**src/rtl/sync_fifo_flags.sv**
```systemverilog
// sync_fifo_flags: single-clock FIFO with count, full/empty, almost flags, sticky errors and flush.
// Define SYNC_FIFO_FWFT_EN for first-word-fall-through reads; otherwise reads have 1-cycle latency.
module sync_fifo_flags #(
    parameter int BIT_WIDTH       = 8,
    parameter int FIFO_SIZE       = 16,
    parameter int ALMOST_FULL_TH  = FIFO_SIZE - 1,
    parameter int ALMOST_EMPTY_TH = 1,
    localparam int ADDR_BITW      = $clog2(FIFO_SIZE),
    localparam int CNT_BITW       = ADDR_BITW + 1
) (
    input  logic                 clock,
    input  logic                 rst,
    input  logic                 clear,
    input  logic                 wr_en,
    input  logic [BIT_WIDTH-1:0] wr_data,
    input  logic                 rd_en,
    output logic [BIT_WIDTH-1:0] rd_data,
    output logic                 rd_valid,
    output logic [CNT_BITW-1:0]  count,
    output logic                 empty,
    output logic                 full,
    output logic                 almost_empty,
    output logic                 almost_full,
    output logic                 overflow,
    output logic                 underflow
);
    localparam logic [CNT_BITW-1:0] AF_TH = CNT_BITW'(ALMOST_FULL_TH);
    localparam logic [CNT_BITW-1:0] AE_TH = CNT_BITW'(ALMOST_EMPTY_TH);
    localparam logic [CNT_BITW-1:0] ONE   = CNT_BITW'(1);

    logic [BIT_WIDTH-1:0] mem_q [FIFO_SIZE];
    logic [CNT_BITW-1:0]  wr_ptr_q, wr_ptr_d, rd_ptr_q, rd_ptr_d;
    logic                 overflow_q, overflow_d, underflow_q, underflow_d;
    logic                 wr_acc, rd_acc;
    logic [BIT_WIDTH-1:0] head;

    assign count        = wr_ptr_q - rd_ptr_q;
    assign empty        = wr_ptr_q == rd_ptr_q;
    assign full         = (wr_ptr_q[ADDR_BITW] != rd_ptr_q[ADDR_BITW]) &&
                          (wr_ptr_q[ADDR_BITW-1:0] == rd_ptr_q[ADDR_BITW-1:0]);
    assign almost_empty = count <= AE_TH;
    assign almost_full  = count >= AF_TH;
    assign overflow     = overflow_q;
    assign underflow    = underflow_q;
    assign wr_acc       = wr_en && !full && !clear;
    assign rd_acc       = rd_en && !empty && !clear;
    assign head         = mem_q[rd_ptr_q[ADDR_BITW-1:0]];

    // Next pointers and sticky error flags; flush overrides any request in the same cycle.
    always_comb begin
        wr_ptr_d    = wr_ptr_q;
        rd_ptr_d    = rd_ptr_q;
        overflow_d  = overflow_q;
        underflow_d = underflow_q;
        if (clear) begin
            wr_ptr_d    = '0;
            rd_ptr_d    = '0;
            overflow_d  = 1'b0;
            underflow_d = 1'b0;
        end else begin
            wr_ptr_d    = wr_acc ? wr_ptr_q + ONE : wr_ptr_q;
            rd_ptr_d    = rd_acc ? rd_ptr_q + ONE : rd_ptr_q;
            overflow_d  = overflow_q | (wr_en && full);
            underflow_d = underflow_q | (rd_en && empty);
        end
    end

    // Pointer and error flag registers.
    always_ff @(posedge clock or posedge rst) begin
        if (rst) begin
            wr_ptr_q    <= '0;
            rd_ptr_q    <= '0;
            overflow_q  <= 1'b0;
            underflow_q <= 1'b0;
        end else begin
            wr_ptr_q    <= wr_ptr_d;
            rd_ptr_q    <= rd_ptr_d;
            overflow_q  <= overflow_d;
            underflow_q <= underflow_d;
        end
    end

    // Storage array; stale words past the pointers are never observable, so no reset.
    always_ff @(posedge clock) begin
        if (wr_acc) mem_q[wr_ptr_q[ADDR_BITW-1:0]] <= wr_data;
    end

`ifdef SYNC_FIFO_FWFT_EN
    assign rd_valid = !empty;
    assign rd_data  = empty ? '0 : head;
`else
    logic [BIT_WIDTH-1:0] rd_data_q, rd_data_d;
    logic                 rd_valid_q, rd_valid_d;

    // A word popped on this edge is presented for exactly one cycle; zero otherwise.
    always_comb begin
        rd_valid_d = rd_acc;
        rd_data_d  = rd_acc ? head : '0;
    end

    // Registered read port.
    always_ff @(posedge clock or posedge rst) begin
        if (rst) begin
            rd_valid_q <= 1'b0;
            rd_data_q  <= '0;
        end else begin
            rd_valid_q <= rd_valid_d;
            rd_data_q  <= rd_data_d;
        end
    end

    assign rd_valid = rd_valid_q;
    assign rd_data  = rd_data_q;
`endif
endmodule

```
**config.mk**
```make
export PLATFORM = sky130hd
export DESIGN_NAME = sync_fifo_flags
export DESIGN_NICKNAME = d
export VERILOG_FILES = /design/src/rtl/sync_fifo_flags.sv
export SDC_FILE = /design/constraint.sdc
export NUM_CORES = 1
export LEC_CHECK = 0
export BUFFER_PORTS_ARGS = -buffer_cell sky130_fd_sc_hd__clkbuf_2
export CAP_MARGIN = 20
export CELL_PAD_IN_SITES_DETAIL_PLACEMENT = 1
export CELL_PAD_IN_SITES_GLOBAL_PLACEMENT = 1
export CORE_ASPECT_RATIO = 2
export CORE_MARGIN = 10
export CORE_UTILIZATION = 55
export CTS_CLUSTER_DIAMETER = 60
export CTS_CLUSTER_SIZE = 16
export DETAILED_ROUTE_END_ITERATION = 10
export PLACE_DENSITY_LB_ADDON = 0.1
export SLEW_MARGIN = 10
export SYNTH_ARGS = -nofsm -noshare
export SYNTH_HDL_FRONTEND = slang
export SYNTH_SLANG_ARGS = --single-unit
```
**constraint.sdc**
```tcl
create_clock -name clock -period 4.45 [get_ports clock]
set_input_delay 0 -clock clock [delete_from_list [all_inputs] [get_ports clock]]
set_output_delay 0 -clock clock [all_outputs]
set_load 0.01 [all_outputs]
```
==> metrics.md <==
| Metric | Value |
|---|---|
| Deepest clock path buffer count | 2 |
| Capture instance of the worst register-to-register path | mem_q[2][1] |
| Highest ir drop seen on vdd | 0.000348 V |
| Worst hold slack | between 60 and 70 ps |
| Clock insertion delay at the later pin of the skew report | 430 ps |
| Complex-gate fraction of the synthesized area | 3.67% |
| Top library cells by usage in the layout, fill and taps aside | sky130_fd_sc_hd__edfxtp_1 (128), sky130_fd_sc_hd__mux2_2 (32), sky130_fd_sc_hd__clkbuf_2 (32) |
| Total half-perimeter wirelength after legalization and detailed placement | ~11000 µm |
| Status | completed |
| Relative contribution of the clock network to total power | 40.5% |
| Combinational share of power | approximately 13% |
| Layout net count | 429 |
| Most Crowded Layer GR | met2 |
| RR Startpoint | rd_ptr_q[2] |
| Final design utilization | approximately 65% |
| Core region area | 0.0109 mm² |
| Part of the Yosys area used for sequential elements | between 70% and 80% |
| Count of final hold-check violations | 0 |
| Horizontal extent of the die | 95.1 µm |
| Iteration count of the initial detailed-routing pass | 4 |
| Max Cap Viol | 0 |
| Hold endpoint | mem_q[1][6] |
| Ant. Diodes | 0 |
| Depth of the CTS H-tree | 4 |
| Overflow left after global routing | 0 |
| Routed via count | 3364 |
| Reg2Reg Setup Slack | 1080 ps |
| Data arrival time of the worst path | about 3400 ps |
| WL/cell | between 20 and 30 µm |
| # clock sinks | roughly 150 |
| Largest fanout on the critical path | 21 |
| Max-slew violations | 0 |
| Count of buffers from port buffering | 32 |
| Initial standard-cell utilization of the core | ~57% |
| # setup viols final | 0 |
| Post-Synth Adder-Cell Area | about 2.1% |
| Wire length of the first global-routing pass | about 23000 µm |
| Cell internal power dissipation | around 2.5 mW |
| Final weighted congestion in routability-driven placement | around 0.9 |
| Met3 track utilization from global routing | 3.79% |
| Overall power consumption | between 3 and 4 mW |
| Total number of placement rows | 54 |
| Largest net degree at the start of global routing | 44 |
| Hold-critical path depth | 1 |
| Max transition margin | 32.8% |
| Upper clock frequency limit | slightly below 0.3 GHz |
| Via count of the first global-routing pass | slightly below 4000 |
| Number of synthesized register bits | between 100 and 150 |
| CTS buffer count | 17 |
| Number of design rule violations left after detail routing | 0 |
| Power density over the cells | between 400 and 500 mW/mm² |
| Clk root buf | sky130_fd_sc_hd__clkbuf_16 |
| Unique masters post-synth | between 40 and 50 |
| Top-Level Pins | 33 |
| Gate count of the mapped netlist | 361 |
| Most frequent standard cell in the layout excluding fill and tap cells | sky130_fd_sc_hd__edfxtp_1 |
| Post-route ant nets | 0 |
| Total negative slack | 0 ps |
| Multiplexer share of the synthesized area | roughly 13% |
| Total number of yosys warnings | 0 |
| Initial antenna violation count | 0 |
| Syn-to-layout area delta | 14.1% |
| Count of fill cells added during filler insertion | a little under 1000 |
| Clock transition at path regs | approximately 60 ps |
| Setup skew after layout | a little over 10 ps |
| Unrepaired setup endpoints after global routing | false |
| Switching part of the total | about a quarter |
| Worst EP required | 4500 ps |
| Share of the cycle needed by the critical path after routing | between 70% and 80% |
| Crit path time final | 3370 ps |
| Endpoint type of the worst setup path | flip-flop |
| Met2 Usage GRT | approximately 37% |
| Final cell count without fillers | roughly 560 |
| Total Routed Length | approximately 15000 µm |
| R2R cell count | 7 |
| Synthesized-area fraction occupied by and/or/nand/nor cells | around 7.7% |
| Synthesized cell area | 0.00620 mm² |
| TritonCTS clock tree | built |
| Iteration-0 DRC count of the detailed router | approximately 140 |
| Post-Synthesis Mean Instance Area | around 17 µm² |
| Instance count after placement with tap cells included | ~520 |
| Vias per inst | between 6 and 7 |
| Met1 routing resource usage after global routing | between 20% and 30% |
| Global-route total usage across every layer | approximately a fifth |
| CTS resizes | 0 |
| Full die area | 0.0162 mm² |
| Class of the tightest hold or removal check | input pin to flip-flop |
| Leakage component of the power | between 2 and 2.5 nW |
| Fraction of final layout cells sized beyond drive strength 1 | between 20% and 30% |
| Combinational family with the most area after synthesis | multiplexers |
| Syn nets | about 380 |
| Sequential power share | between 40% and 50% |
| Switching power summed over all nets | between 800 and 900 µW |
| Post-Synth XOR/XNOR Area | ~1.4% |
| Startpoint type of the worst setup path | flip-flop |
| Critical path class | flip-flop to flip-flop |
| Min-delay src | wr_data[6] |
| Slew at the pin closest to its max-slew limit | approximately 1000 ps |
| Vertical extent of the die | about 170 µm |
through the flow:
stage / cell area, µm² / worst slack (ps)
6_report: 7070 / 1080
5_1_grt: 7070 / 801
4_1_cts: 7070 / 1120
3_5_place_dp: 6480 / 1200
3_3_place_gp: 6480 / 1260
2_1_floorplan: 6200 / 1500
sequential cells by signal (all words and copies together), names as in the netlist:
| signal | flops |
|---|---|
| mem_q | 128 |
| overflow | 1 |
| rd_data | 8 |
| rd_ptr_q | 5 |
| rd_valid | 1 |
| underflow | 1 |
| wr_ptr_q | 5 |
kinds of logic after synthesis:
group / count (synthesis)
AND/OR/NAND/NOR: 83
buffers and inverters: 24
flip-flops: 149
multiplexers: 50
adder cells (fa/ha/maj): 10
AO/OA/AOI/OAI: 36
XOR/XNOR: 9
power groups by stage:
stage	sequential, mW	combinational (mW)	clock [mW]
6_report	1.55	0.427	1.35
5_1_grt	1.55	0.460	1.42
4_1_cts	1.55	0.434	1.37
3_5_place_dp	1.58	0.428	0
3_3_place_gp	1.58	0.423	0
2_1_floorplan	1.59	0.269	0
worst max-delay path: stages, from the launching register on:
cell and delay, ps:
sky130_fd_sc_hd__dfrtp_1 330, sky130_fd_sc_hd__buf_4 260, sky130_fd_sc_hd__inv_1 160, sky130_fd_sc_hd__ha_1 380
sky130_fd_sc_hd__and4_1 230, sky130_fd_sc_hd__a211oi_1 460, sky130_fd_sc_hd__nand2_1 320, sky130_fd_sc_hd__nor3_1 830
layer usage:
layer / part of all wire [%] / wire length, µm / vias to the layer above
li1: - / - / 1499
met1: 37 / 5660 / 1751
met2: 56 / 8640 / 81
met3: 2.6 / 395 / 33
met4: 4.4 / 670 / 0
met5: 0 / 0 / -
what timing repair did:
item	CTS	global route
endpoints found under the hold margin	24	0
hold buffers	4	0
buffers inserted	0	0
cell type report:
class / instances / area, µm² / area share, %
multi-input combinational: 188 / 1700 / 24.0
sequential: 149 / 4370 / 61.8
tap: 140 / 175 / 2.48
inverter: 9 / 33.8 / 0.478
clock inverter: 14 / 126 / 1.79
timing repair buffer: 41 / 238 / 3.36
clock buffer: 18 / 429 / 6.07
cell usage after synthesis, drive strengths merged:
| master | instances | area [µm²] |
|---|---|---|
| inv | 8 | 30.0 |
| a2111oi | 1 | 8.76 |
| nand2 | 21 | 78.8 |
| nor4b | 8 | 120 |
| fa | 1 | 20.0 |
| dfrtp | 21 | 526 |
| buf | 8 | 57.6 |
| mux4 | 16 | 398 |
| nand3 | 5 | 25.0 |
| clkinv | 1 | 3.75 |
| clkbuf | 7 | 37.5 |
| and4 | 1 | 8.76 |
| o211ai | 2 | 15.0 |
| and2 | 1 | 6.26 |
| a21o | 1 | 7.51 |
| nor2b | 2 | 12.5 |
| mux2 | 32 | 360 |
| a211oi | 2 | 15.0 |
| nand4 | 1 | 6.26 |
| a41o | 1 | 10.0 |
| edfxtp | 128 | 3840 |
| o22ai | 16 | 100 |
| nor2 | 24 | 92.6 |
| and3 | 8 | 55.1 |
| nor3 | 4 | 20.0 |
| or3 | 6 | 37.5 |
| mux2i | 2 | 20.0 |
| o21a | 1 | 7.51 |
| ha | 9 | 113 |
| xor2 | 4 | 42.6 |
| a21oi | 6 | 30.0 |
| o21ai | 6 | 33.8 |
| xnor2 | 5 | 43.8 |
| nand2b | 2 | 12.5 |
how the worst max path moves through the flow:
| stage | end | cells past startpoint | from | slack [ps] |
|---|---|---|---|---|
| final | mem_q[2][1] | 7 | rd_ptr_q[2] | 1080 |
| after floorplan | mem_q[0][0] | 8 | rd_ptr_q[1] | 1500 |
| after CTS | mem_q[2][1] | 7 | rd_ptr_q[2] | 1120 |
| after detailed placement | mem_q[2][7] | 7 | rd_ptr_q[2] | 1200 |
| after global routing | mem_q[2][1] | 7 | rd_ptr_q[2] | 800 |
| after global placement | mem_q[2][5] | 7 | rd_ptr_q[2] | 1260 |
(Power assumes the default switching activity.)
